`src/rtl/mux_cfg_ctrl.sv`:
```
// Configuration controller for a bank of predecoded transmission-gate muxes: host words are
// shifted serially into a shadow chain and committed atomically to the active selects on the last word.
module mux_cfg_ctrl #(
   parameter int NUM_MUX = 8,
   parameter int WIDTH   = 4,
   parameter int ADDR_W  = $clog2(WIDTH),
   localparam int CFG_W  = NUM_MUX * ADDR_W
) (
   input  logic                       clk,
   input  logic                       rst_n,
   input  logic                       in_valid,
   output logic                       in_ready,
   input  logic [ADDR_W-1:0]          in_data,
   input  logic                       in_last,
   output logic [NUM_MUX*WIDTH-1:0]   sel,
   output logic                       cfg_loaded,
   output logic                       cfg_done,
   output logic                       cfg_err,
   output logic                       scan_out
);

   localparam int CNT_W  = $clog2(NUM_MUX + 2);
   localparam int BCNT_W = (ADDR_W > 1) ? $clog2(ADDR_W) : 1;

   localparam logic [CNT_W-1:0]  CNT_MAX  = CNT_W'(NUM_MUX + 1);
   localparam logic [CNT_W-1:0]  CNT_FULL = CNT_W'(NUM_MUX);
   localparam logic [BCNT_W-1:0] BIT_LAST = BCNT_W'(ADDR_W - 1);

   typedef enum logic [1:0] {
      IDLE   = 2'd0,
      SHIFT  = 2'd1,
      COMMIT = 2'd2
   } state_t;

   state_t              state_q,  state_d;
   logic [CFG_W-1:0]    shadow_q, shadow_d;
   logic [CFG_W-1:0]    active_q, active_d;
   logic [ADDR_W-1:0]   hold_q,   hold_d;
   logic                last_q,   last_d;
   logic [CNT_W-1:0]    wcnt_q,   wcnt_d;
   logic [BCNT_W-1:0]   bcnt_q,   bcnt_d;
   logic                scan_q,   scan_d;
   logic                loaded_q, loaded_d;
   logic                done_q,   done_d;
   logic                err_q,    err_d;

   assign in_ready = (state_q == IDLE);

   always_comb begin
      state_d  = state_q;
      shadow_d = shadow_q;
      active_d = active_q;
      hold_d   = hold_q;
      last_d   = last_q;
      wcnt_d   = wcnt_q;
      bcnt_d   = bcnt_q;
      scan_d   = scan_q;
      loaded_d = loaded_q;
      done_d   = 1'b0;
      err_d    = err_q;

      case (state_q)
         IDLE: begin
            if (in_valid) begin
               hold_d  = in_data;
               last_d  = in_last;
               bcnt_d  = '0;
               // Saturate one past full so an over-long load can never alias to a valid count.
               if (wcnt_q != CNT_MAX) begin
                  wcnt_d = wcnt_q + CNT_W'(1);
               end
               state_d = SHIFT;
            end
         end

         SHIFT: begin
            shadow_d = {hold_q[0], shadow_q[CFG_W-1:1]};
            scan_d   = shadow_q[0];
            hold_d   = hold_q >> 1;
            bcnt_d   = bcnt_q + BCNT_W'(1);
            if (bcnt_q == BIT_LAST) begin
               bcnt_d  = '0;
               state_d = last_q ? COMMIT : IDLE;
            end
         end

         COMMIT: begin
            if (wcnt_q == CNT_FULL) begin
               active_d = shadow_q;
               done_d   = 1'b1;
               loaded_d = 1'b1;
            end else begin
               err_d    = 1'b1;
            end
            wcnt_d  = '0;
            state_d = IDLE;
         end

         default: begin
            state_d = IDLE;
         end
      endcase
   end

   always_ff @(posedge clk or negedge rst_n) begin
      if (!rst_n) begin
         state_q  <= IDLE;
         shadow_q <= '0;
         active_q <= '0;
         hold_q   <= '0;
         last_q   <= 1'b0;
         wcnt_q   <= '0;
         bcnt_q   <= '0;
         scan_q   <= 1'b0;
         loaded_q <= 1'b0;
         done_q   <= 1'b0;
         err_q    <= 1'b0;
      end else begin
         state_q  <= state_d;
         shadow_q <= shadow_d;
         active_q <= active_d;
         hold_q   <= hold_d;
         last_q   <= last_d;
         wcnt_q   <= wcnt_d;
         bcnt_q   <= bcnt_d;
         scan_q   <= scan_d;
         loaded_q <= loaded_d;
         done_q   <= done_d;
         err_q    <= err_d;
      end
   end

   // Out-of-range addresses fall back to input 0 so no mux output is ever left floating.
   for (genvar m = 0; m < NUM_MUX; m++) begin : g_mux
      logic [ADDR_W-1:0] addr;
      assign addr = active_q[m*ADDR_W +: ADDR_W];
      for (genvar k = 0; k < WIDTH; k++) begin : g_sel
         if (k == 0) begin : g_zero
            assign sel[m*WIDTH] = (addr == '0) || (32'(addr) >= WIDTH);
         end else begin : g_nz
            assign sel[m*WIDTH + k] = (32'(addr) == k);
         end
      end
   end

   assign cfg_loaded = loaded_q;
   assign cfg_done   = done_q;
   assign cfg_err    = err_q;
   assign scan_out   = scan_q;

endmodule

```
`config.mk`:
```
export PLATFORM = sky130hd
export DESIGN_NAME = mux_cfg_ctrl
export DESIGN_NICKNAME = d
export VERILOG_FILES = /design/src/rtl/mux_cfg_ctrl.sv
export SDC_FILE = /design/constraint.sdc
export NUM_CORES = 1
export LEC_CHECK = 0
export ABC_AREA = 1
export CORE_ASPECT_RATIO = 1.2
export CORE_UTILIZATION = 54
export DETAILED_ROUTE_END_ITERATION = 10
export PLACE_DENSITY = 0.84
export SLEW_MARGIN = 20
export SYNTH_ARGS = -nofsm -noshare
export SYNTH_HDL_FRONTEND = slang
export SYNTH_SLANG_ARGS = --single-unit
```
`constraint.sdc`:
```
create_clock -name clk -period 3.8 [get_ports clk]
set_input_delay 0.57 -clock clk [delete_from_list [all_inputs] [get_ports clk]]
set_output_delay 0.57 -clock clk [all_outputs]
set_load 0.02 [all_outputs]
```
* Word level (Yosys, flattened, before mapping)
Index checks and enable logic that the tools add are counted.
Storage, ports and cells: flip-flop bits (word level) 46, logic and storage cells 76, bits of input ports 6
Operators by class: add/sub/neg operators 2, reduce and logical (&&, ||, !) cells 17, bitwise logic cells 1, equality and inequality tests 31, muxes and demuxes 14
Operators by type and width (count):
- $eq 2x2->1 const B | 17
- $eq 2x1->1 const B | 9
- $logic_not 2->1 | 9
- $reduce_and 2->1 | 5
- $mux 2 | 4
- $mux 4 | 2
- $pmux 2 s2 | 2
- $pmux 4 s2 | 1
- $add 4x1->4 const B | 1
- $eq 4x4->1 const B | 1
- $mux 1 | 4
- $ne 2x2->1 const B | 2
- $ne 4x4->1 const B | 1
- $reduce_bool 2->1 | 2
- $reduce_and 3->1 | 1
- $ne 2x1->1 const B | 1
- $pmux 1 s2 | 1
- $add 1x1->1 const B | 1
- $not 1->1 | 1

* Logic depth before layout (Yosys ltp)
word-level depth 4, mapped depth 7, gate-level depth less buffers 7

* Worst setup path before layout
Ideal clock, no wire load.
kind reg-to-output, start register state_q[0], end output port in_ready, cell stages (with the launch flop) 2, data arrival time 785 ps, buffers on the path 0, required time 3230 ps, slack 2445 ps, cells stage by stage dfrtp_1 -> nor2_1
Between the ends: word-level cells in the longest chain between the ends 1
Ends and longest elaborated chain:
- from (decl) | line 35 | state_t state_q, state_d;
- from (signal assigned) | line 119 | state_q <= state_d;
- $logic_not 2->1 | line 47 | assign in_ready = (state_q == IDLE);
- to (decl) | line 12 | output logic in_ready,
Every way passes these cells.

* Worst setup path in the final report
Same ends and word-level chain as after synthesis.

==> flow_summary.json <==
{
  "status": "finished, violations left",
  "violations": "DRC",
  "hold_violations": 0,
  "cp-start-kind": "flip-flop",
  "yosysWarnings": 0,
  "leakagePower_uw": 0.00126,
  "gr-usage-all-layers_pct": 19.8,
  "num_rows": 24,
  "yosys-top-cells-area": "dfrtp_1, nand2_1, inv_1",
  "cts_inserted_buffers": 5,
  "grt_remaining_overflow": 0,
  "io_buffers": 42,
  "antenna_found_initial": 0,
  "cts.path.max_buffers": 2,
  "syn_area_mm2": 0.00202,
  "final_area_mm2": 0.00252,
  "crit_type": "reg -> out",
  "cts_tree": "yes",
  "layout_common_cells": "nand2_1, dfrtp_1, inv_1",
  "mostFrequentLayoutCell": "nand2_1",
  "power_density_mw_per_mm2": 598,
  "cts.sinks": 46,
  "drive_gt1_share_pct": 4.56,
  "avgSynthCellArea_um2": 8.33,
  "drc": 5,
  "syn-instance-count": 243,
  "post_cts.repair.setup_buffers": 0,
  "worst_slew_pin_slew_ps": 593,
  "vdd_drop_max_uv": 428,
  "drt_iter0_drc": 51,
  "syn-num-nets": 252,
  "dp_hpwl_mm": 2.44,
  "clockRootBuffer": "clkbuf_8",
  "synth_cell_types": 17,
  "cts_max_level": 2,
  "die-area_mm2": 0.00400,
  "placed_cell_area_mm2": 0.00244,
  "fin_crit_sh_pct": 57.0,
  "initial_core_util_pct": 56.2,
  "vias_per_cell": 4.86,
  "coreArea_mm2": 0.00360,
  "diodes": 0,
  "synth.largest_area_cell": "dfrtp_1",
  "num-nets-final": 295,
  "grt_max_degree": 47,
  "vias": 1576,
  "grt_pass1_vias": 1415,
  "chipHeight_um": 69.1,
  "slew_viol_final": 0,
  "arrival_ps": 1600,
  "path_cells": "nor2_1, clkdlybuf4s50_1",
  "setup_tns_ps": 0,
  "rsz0062_at_grt": "false",
  "min_period_ps": 2170,
  "finClkSkew_ps": 3.35,
  "cts_resized": 0,
  "ys_seq_area_share_pct": 56.9,
  "cpPeakStageDelay_ps": 650,
  "crit_slowest_cell": "clkdlybuf4s50_1",
  "drv_cap": 0,
  "clk_latency_ps": 290,
  "cts_hold_buf": 0,
  "routed_wl_mm": 3.39,
  "grt_first_pass_wirelength_mm": 5.96,
  "cp.required_ps": 3230,
  "drt_pass1_iterations": 7,
  "setup_viol": 0,
  "fillers": 279,
  "synth_seq_cells": 46,
  "yosys.area.top_type_share_pct": 56.9,
  "cp_max_fo": 4,
  "max_freq_mhz": 461,
  "ant_nets": 0,
  "wl_per_cell_um": 10.5,
  "hp-class": "in -> async",
  "synthToLayoutAreaGrowth_pct": 24.7,
  "pin_count": 43,
  "end_kind": "output pin",
  "die_x_um": 57.9,
  "clk_pin_slew_ps": 80,
  "maxSlewHeadroom_pct": 60.4,
  "place.gp.congestion": 0.842
}
[per-layer routing]
metal	GRT usage, %	part of all wire, %	up-vias
li1	-	-	827
met4	8.73	2.0	0
met2	33.0	49	36
met5	0	0	-
met1	23.5	44	707
met3	5.82	4.2	6
[report_power, final]
group          switching, uW  internal (uW)  total, uW
Combinational            306            188        494
Clock                    145            140        285
Sequential               101            630        731
Total                    552            958       1510
[synth_stat cells, drive strengths merged]
| master | number |
|---|---|
| a21oi | 1 |
| nand3 | 7 |
| ha | 3 |
| inv | 43 |
| nand4 | 2 |
| a31o | 1 |
| or2 | 1 |
| nor2 | 34 |
| o21ai | 37 |
| buf | 6 |
| dfrtp | 46 |
| nand2 | 62 |
[through the flow]
step                      setup WS, ps  hold slack (ps)  cells  power [uW]  utilization [%]
final                             1630              257    324        1510             70.1
after global routing              1560              302    324        1630             70.1
after CTS                         1620              456    324        1530             70.0
after detailed placement          1870              467    318        1240             67.7
after global placement            1930              449    318        1210             67.7
after floorplan                   2450              274    243        1070                -
[cell type report]
cell class	instances	area, um^2	share of cell area (%)
tap	39	48.8	1.93
clock buffer	6	82.6	3.27
multi-input combinational	148	663	26.3
timing repair buffer	42	418	16.6
sequential	46	1150	45.6
inverter	43	161	6.39
[critical path, delay by kind of cell, from the launching register on]
| family | cells | cell delay [ps] |
|---|---|---|
| simple gates | 1 | 230 |
| buf+inv | 1 | 650 |
| flops | 1 | 410 |
[path summary, 6_finish.rpt]
kind                                      endpoint  slack, ps  cells past startpoint                   start
min                         cfg_loaded$_DFFE_PN0P_        260                      1                   rst_n
max in group asynchronous  active_q[8]$_DFFE_PN0P_       3170                      1                   rst_n
min in group clk            cfg_loaded$_DFFE_PN0P_        480                      1  cfg_loaded$_DFFE_PN0P_
max                                       in_ready       1630                      2  state_q[0]$_DFFE_PN0P_
min reg2reg                 cfg_loaded$_DFFE_PN0P_        480                      1  cfg_loaded$_DFFE_PN0P_
max reg2reg                active_q[4]$_DFFE_PN0P_       2180                      6   wcnt_q[0]$_DFFE_PN0P_
[cell families (layout without fill, tap and decap cells)]
family	count (synthesis)	count (layout)	synth area share, %
simple gates	106	106	21.1
buf+inv	49	91	10.4
flops	46	46	56.9
compound gates	39	39	9.83
fa+ha+maj	3	3	1.85
[registers in the layout, indices dropped and copies added, names as in the netlist]
signal	flops
active_q	16
bcnt_q	1
cfg_done	1
cfg_err	1
cfg_loaded	1
hold_q	2
last_q	1
scan_out	1
shadow_q	16
state_q	2
wcnt_q	4
Note: power is estimated with default switching activity, not from simulation.
